<file path="config.mk">
export PLATFORM = sky130hd
export DESIGN_NAME = ama_riscv_fetch
export DESIGN_NICKNAME = d
export VERILOG_FILES = /design/src/rtl/ama_riscv_fetch.sv
export SDC_FILE = /design/constraint.sdc
export NUM_CORES = 1
export LEC_CHECK = 0
export ABC_CLOCK_PERIOD_IN_PS = 5600
export CORE_AREA = 2 2 114 116
export CTS_BUF_LIST = sky130_fd_sc_hd__clkbuf_16
export CTS_CLUSTER_SIZE = 10
export DETAILED_ROUTE_END_ITERATION = 8
export DIE_AREA = 0 0 116 118
export GPL_ROUTABILITY_DRIVEN = 0
export PLACE_DENSITY = 0.78
export SLEW_MARGIN = 20
export SYNTH_ARGS = -nofsm -noshare
export SYNTH_HDL_FRONTEND = slang
export SYNTH_SLANG_ARGS = --single-unit
</file>
<file path="constraint.sdc">
create_clock -name clk -period 5.6 [get_ports clk]
set_clock_uncertainty 0.05 [all_clocks]
set_input_delay 1.68 -clock clk [delete_from_list [all_inputs] [get_ports clk]]
set_output_delay 1.68 -clock clk [all_outputs]
set_load 0.005 [all_outputs]
</file>
<file path="src/rtl/ama_riscv_fetch.sv">
// ama_riscv_fetch: RISC-V instruction fetch stage with single-outstanding imem req/gnt/rvalid interface
//   clk, rst            clock, asynchronous active-high reset
//   pc_sel_i, pc_we_i   next-PC select (`PC_SEL_*) and write enable from decoder
//   stall_if_i          ID stalled, hold fetched instruction
//   clear_if_i          flush buffered and in-flight instruction
//   alu_out_i           redirect target from EX
//   imem_req_o/addr_o   memory request and word-aligned byte address
//   imem_gnt_i          request accepted
//   imem_rvalid_i/rdata_i  response pulse and instruction
//   inst_id_o, pc_id_o, id_valid_o  registered instruction, its PC and validity to ID
//   AMA_RISCV_FETCH_PERF_EN adds perf_fetch_cnt_o, perf_drop_cnt_o, perf_stall_cnt_o
`ifndef PC_SEL_INC4
`define PC_SEL_INC4 2'd0
`endif
`ifndef PC_SEL_ALU
`define PC_SEL_ALU 2'd1
`endif
`ifndef PC_SEL_START_ADDR
`define PC_SEL_START_ADDR 2'd2
`endif

module ama_riscv_fetch #(
    parameter logic [31:0] START_ADDR = 32'h0000_0000,
    parameter logic [31:0] NOP_INST = 32'h0000_0013
) (
    input  logic        clk,
    input  logic        rst,
    input  logic [1:0]  pc_sel_i,
    input  logic        pc_we_i,
    input  logic        stall_if_i,
    input  logic        clear_if_i,
    input  logic [31:0] alu_out_i,
    output logic        imem_req_o,
    output logic [31:0] imem_addr_o,
    input  logic        imem_gnt_i,
    input  logic        imem_rvalid_i,
    input  logic [31:0] imem_rdata_i,
    output logic [31:0] inst_id_o,
    output logic [31:0] pc_id_o,
    output logic        id_valid_o
`ifdef AMA_RISCV_FETCH_PERF_EN
    ,
    output logic [31:0] perf_fetch_cnt_o,
    output logic [31:0] perf_drop_cnt_o,
    output logic [31:0] perf_stall_cnt_o
`endif
);

    typedef enum logic [1:0] {BOOT, ISSUE, WAIT, HOLD} state_t;

    state_t state_q, state_d;
    logic [31:0] pc_q, pc_d, buf_inst_q, buf_inst_d, inst_q, inst_d, pc_id_q, pc_id_d, acc_inst;
    logic drop_q, drop_d, buf_valid_q, buf_valid_d, id_valid_q, id_valid_d, redirect, accept;

    assign redirect = pc_we_i && (pc_sel_i == `PC_SEL_ALU || pc_sel_i == `PC_SEL_START_ADDR);

    always_comb begin
        state_d = state_q;
        pc_d = pc_q;
        drop_d = drop_q;
        buf_valid_d = buf_valid_q;
        buf_inst_d = buf_inst_q;
        accept = 1'b0;
        acc_inst = imem_rdata_i;
        if (redirect) begin
            pc_d = pc_sel_i == `PC_SEL_ALU ? alu_out_i & ~32'd3 : START_ADDR;
            buf_valid_d = 1'b0;
            // a request already granted to the old PC must have its response thrown away
            drop_d = (state_q == WAIT && !imem_rvalid_i) || (state_q == ISSUE && imem_gnt_i);
            state_d = drop_d ? WAIT : ISSUE;
        end else begin
            case (state_q)
                BOOT: state_d = ISSUE;
                ISSUE: if (imem_gnt_i) state_d = WAIT;
                WAIT: if (imem_rvalid_i) begin
                    if (drop_q || clear_if_i) begin
                        drop_d = 1'b0;
                        state_d = ISSUE;
                    end else if (stall_if_i) begin
                        buf_inst_d = imem_rdata_i;
                        buf_valid_d = 1'b1;
                        state_d = HOLD;
                    end else accept = 1'b1;
                end
                HOLD: if (clear_if_i) begin
                    buf_valid_d = 1'b0;
                    state_d = ISSUE;
                end else if (!stall_if_i && buf_valid_q) begin
                    accept = 1'b1;
                    acc_inst = buf_inst_q;
                end
                default: state_d = BOOT;
            endcase
            if (accept) begin
                pc_d = pc_q + 32'd4;
                buf_valid_d = 1'b0;
                state_d = ISSUE;
            end
        end
        inst_d = accept ? acc_inst : NOP_INST;
        pc_id_d = accept ? pc_q : pc_id_q;
        id_valid_d = accept;
    end

    always_ff @(posedge clk or posedge rst) begin
        if (rst) begin
            state_q <= BOOT;
            pc_q <= START_ADDR;
            drop_q <= 1'b0;
            buf_valid_q <= 1'b0;
            buf_inst_q <= NOP_INST;
            inst_q <= NOP_INST;
            pc_id_q <= START_ADDR;
            id_valid_q <= 1'b0;
        end else begin
            state_q <= state_d;
            pc_q <= pc_d;
            drop_q <= drop_d;
            buf_valid_q <= buf_valid_d;
            buf_inst_q <= buf_inst_d;
            inst_q <= inst_d;
            pc_id_q <= pc_id_d;
            id_valid_q <= id_valid_d;
        end
    end

    assign imem_req_o = state_q == ISSUE;
    assign imem_addr_o = pc_q;
    assign inst_id_o = inst_q;
    assign pc_id_o = pc_id_q;
    assign id_valid_o = id_valid_q;

`ifdef AMA_RISCV_FETCH_PERF_EN
    logic [31:0] fetch_cnt_q, drop_cnt_q, stall_cnt_q;
    logic drop_ev;

    // responses or buffered instructions that never reach ID
    assign drop_ev = (state_q == WAIT && imem_rvalid_i && (drop_q || redirect || clear_if_i)) ||
                     (state_q == HOLD && (redirect || clear_if_i));

    always_ff @(posedge clk or posedge rst) begin
        if (rst) begin
            fetch_cnt_q <= 32'd0;
            drop_cnt_q <= 32'd0;
            stall_cnt_q <= 32'd0;
        end else begin
            fetch_cnt_q <= fetch_cnt_q + {31'd0, accept && !(&fetch_cnt_q)};
            drop_cnt_q <= drop_cnt_q + {31'd0, drop_ev && !(&drop_cnt_q)};
            stall_cnt_q <= stall_cnt_q + {31'd0, state_q == HOLD && !(&stall_cnt_q)};
        end
    end

    assign perf_fetch_cnt_o = fetch_cnt_q;
    assign perf_drop_cnt_o = drop_cnt_q;
    assign perf_stall_cnt_o = stall_cnt_q;
`endif

endmodule
</file>
==> impl_results.md <==
* CP arrival at 4.02 ns
* Area of the core at 0.0124 mm^2
* RSZ-0062 raised after global routing: no
* Critical Path RT at 5.84 ns
* Ys Warns at 0
* CTS resizes at 0
* Final hold vios at 0
* Fin util at 65.6%
* Syn Area/Cell at 10.9 um^2
* Critical path class: in -> reg
* Post-synthesis compound-gate area fraction at 8.64%
* Post-DRT Antenna Nets at 0
* PwrDens at 386 mW/mm^2
* Relative slew margins at a little under half
* DP HPWL at approximately 10000 um
* Worst-margin pin slew at around 0.82 ns
* Post-synthesis adder-cell area fraction at 1.31%
* Share of cells above drive strength 1 at roughly 15%
* Largest net degree at the start of global routing at 68
* Top FF cell, synth: dfrtp_1
* FF-to-FF path depth at 6
* Clock buffers created by TritonCTS at 17
* R2R Path Start: state_q[0]
* Synth top area share at 53.7%
* Initial Util at 46.2%
* Ant diodes at 0
* WHS at between 0.4 and 0.5 ns
* Post-Synth XOR/XNOR Area at 3.97%
* Crit end category: flip-flop
* Crit path time final at about 3.8 ns
* Initial antenna violation count at 0
* DR DRC count at 0
* Pre-Repair DR Iteration Count at 5
* Cells after synthesis at 528
* Startpoint class of the critical path: input pin
* H-tree Lvls at 4
* Async S/R FF share, synth at 100%
* Area contributors post-synth: dfrtp_1 54%, mux2_2 11%, nand2_1 5.0%, a21oi_1 4.7%, xor2_1 3.1%
* R2r setup slk at 3.04 ns
* Setup TNS at 0 ns
* Clock tree buffer depth at 2
* Die H at 118 um
* Most common library cells after synthesis: 123 x dfrtp_1, 77 x nand2_1, 54 x a21oi_1, 54 x mux2_2, 33 x nand3_1
* Mux cell area share after synthesis at 11.8%
* DR iter-0 viols at 313
* Worst setup startpoint: stall_if_i
* Largest family of logic cells by synthesized area: simple AND/OR/NAND/NOR gates
* Crit path cell chain: clkdlybuf4s50_1 > nand4bb_1 > o21ai_1 > nand2_2 > buf_4 > mux2_2
* Clock transition at path regs at 0.05 ns
* Die Width at roughly 120 um
* Max stage delay on crit path at 0.64 ns
* Max Cap Viol at 0
* Final wirelength at 14700 um
* Synth area leader: dfrtp_1
* Slew Limit Fails at 0
* Netlist cell types at 41
* Status: complete, no violations
* DR vias/cell at approximately 5.3
* Top-count cell post-synth: dfrtp_1
* Max frequency at ~260 MHz
* Die ar. at between 0.01 and 0.015 mm^2
* Global-route wire length before repair at 23500 um
* Area grow syn2layout at 42.0%
* # IOs at 171
* Yosys reg bits at 129
* Critical path peak fanout at 20
* Total global-route track usage at 22.1%
* Drt wl/cell at roughly 17 um
* # hold bufs at CTS at 0
* Clock sinks at 129
* DR vias at between 4000 and 5000
* Slowest cell on the critical path: clkdlybuf4s50_1
* Final setup violation count at 0
* Post-synthesis cell area at 0.00573 mm^2
* Final worst-path cycle share at approximately two thirds
* Root Driver: clkbuf_16
* Reg-to-reg endpoint: pc_id_o[31]
* Worst setup path end: pc_id_o[31]
* Worst vdd ir at 211 uV
* Vias in the first global route at 4824
* Worst-skew pair later-pin latency at a little over 0.4 ns
* Rows at 41
* Leak Pwr at ~3.6 nW
* Synth Area in Simple Gates at 14.1%
* HP Class: reg -> reg
* Nets@finish at 769
* CTS tree: done
* Sequential element share of the synthesized area at 56.5%
* Buffers added on ports at 164
* Gr ovfl total at 0
* EDFF count, synth at 0
* Post-CTS Setup Inserts at 0
==> how the worst min path moves through the flow <==
| stage | start | end | slack, ns | depth (start not counted) |
|---|---|---|---|---|
| after CTS | pc_id_o[10] | pc_id_o[10] | 0.43 | 2 |
| after global routing | pc_id_o[5] | pc_id_o[5] | 0.46 | 1 |
| after global placement | pc_id_o[13] | pc_id_o[13] | 0.41 | 2 |
| after detailed placement | pc_id_o[10] | pc_id_o[10] | 0.42 | 2 |
| final | pc_id_o[10] | pc_id_o[10] | 0.43 | 2 |
| after floorplan | buf_inst_q[10] | buf_inst_q[10] | 0.41 | 1 |
==> cells by family after synthesis <==
family	count (synthesis)
AOI/OAI and AO/OA	92
and+or+nand+nor	167
muxes	60
DFF	129
adders and majority gates	6
other	1
buffers and inverters	47
xor gates and xnor gates	26
==> flip-flops by register name (all words and copies together) (netlist names) <==
| name | flops |
|---|---|
| inst_id_o | 32 |
| state_q | 2 |
| buf_inst_q | 32 |
| pc_id_o | 30 |
| drop_q | 1 |
| id_valid_o | 1 |
| imem_addr_o | 30 |
| buf_valid_q | 1 |
==> critical path, delay by kind of cell <==
| kind | cells | cell delay (ns) |
|---|---|---|
| mux | 1 | 0.37 |
| simple gates | 2 | 0.73 |
| buf+inv | 2 | 0.98 |
| compound gates | 1 | 0.23 |
==> where the power goes <==
| group | switching (mW) | internal (mW) | leakage, nW |
|---|---|---|---|
| Clock | 0.387 | 0.731 | 0.287 |
| Sequential | 0.146 | 1.15 | 1.70 |
| Combinational | 0.271 | 0.457 | 1.57 |
| Total | 0.803 | 2.34 | 3.56 |
==> cell type report <==
| class | count | area (um^2) |
|---|---|---|
| timing repair buffer | 174 | 1730 |
| multi-input combinational | 355 | 2310 |
| sequential | 129 | 3240 |
| fill | 954 | 4270 |
| tap | 172 | 215 |
| inverter | 13 | 51.3 |
| clock buffer | 17 | 425 |
| clock inverter | 15 | 173 |
==> layout by cell type (no fill, tap or decap), types with 7 or more instances in the layout <==
| master | netlist | routed |
|---|---|---|
| dfrtp_1 | 123 | 123 |
| clkinv_1 | 1 | 7 |
| nand4_1 | 16 | 16 |
| a21oi_1 | 54 | 54 |
| buf_4 | 4 | 9 |
| o21ai_0 | 25 | 25 |
| mux2_2 | 54 | 54 |
| xor2_1 | 20 | 20 |
| clkdlybuf4s50_1 | 0 | 164 |
| nor2_1 | 15 | 14 |
| inv_1 | 12 | 11 |
| nand2_1 | 77 | 75 |
| clkbuf_16 | 0 | 17 |
| nand3_1 | 33 | 33 |
==> through the flow <==
stage          power, mW  setup WS, ns  std cells  instance area, um^2
3_3_place_gp        1.99          1.50        843                 7540
4_1_cts             3.16          1.84        875                 8140
3_5_place_dp        2.04          1.40        843                 7540
2_1_floorplan       1.61         0.439        531                 5740
5_1_grt             3.29          1.71        875                 8140
6_report            3.14          1.82        875                 8140
==> routing by layer <==
| layer | up-vias | track usage (%) | part of all wire (%) |
|---|---|---|---|
| li1 | 2145 | - | - |
| met1 | 2250 | 26.9 | 41 |
| met2 | 203 | 35.2 | 48 |
| met3 | 13 | 9.01 | 9.4 |
| met4 | 0 | 7.74 | 0.75 |
| met5 | - | 0 | 0 |
No activity file was read; power rests on OpenSTA's default activity.
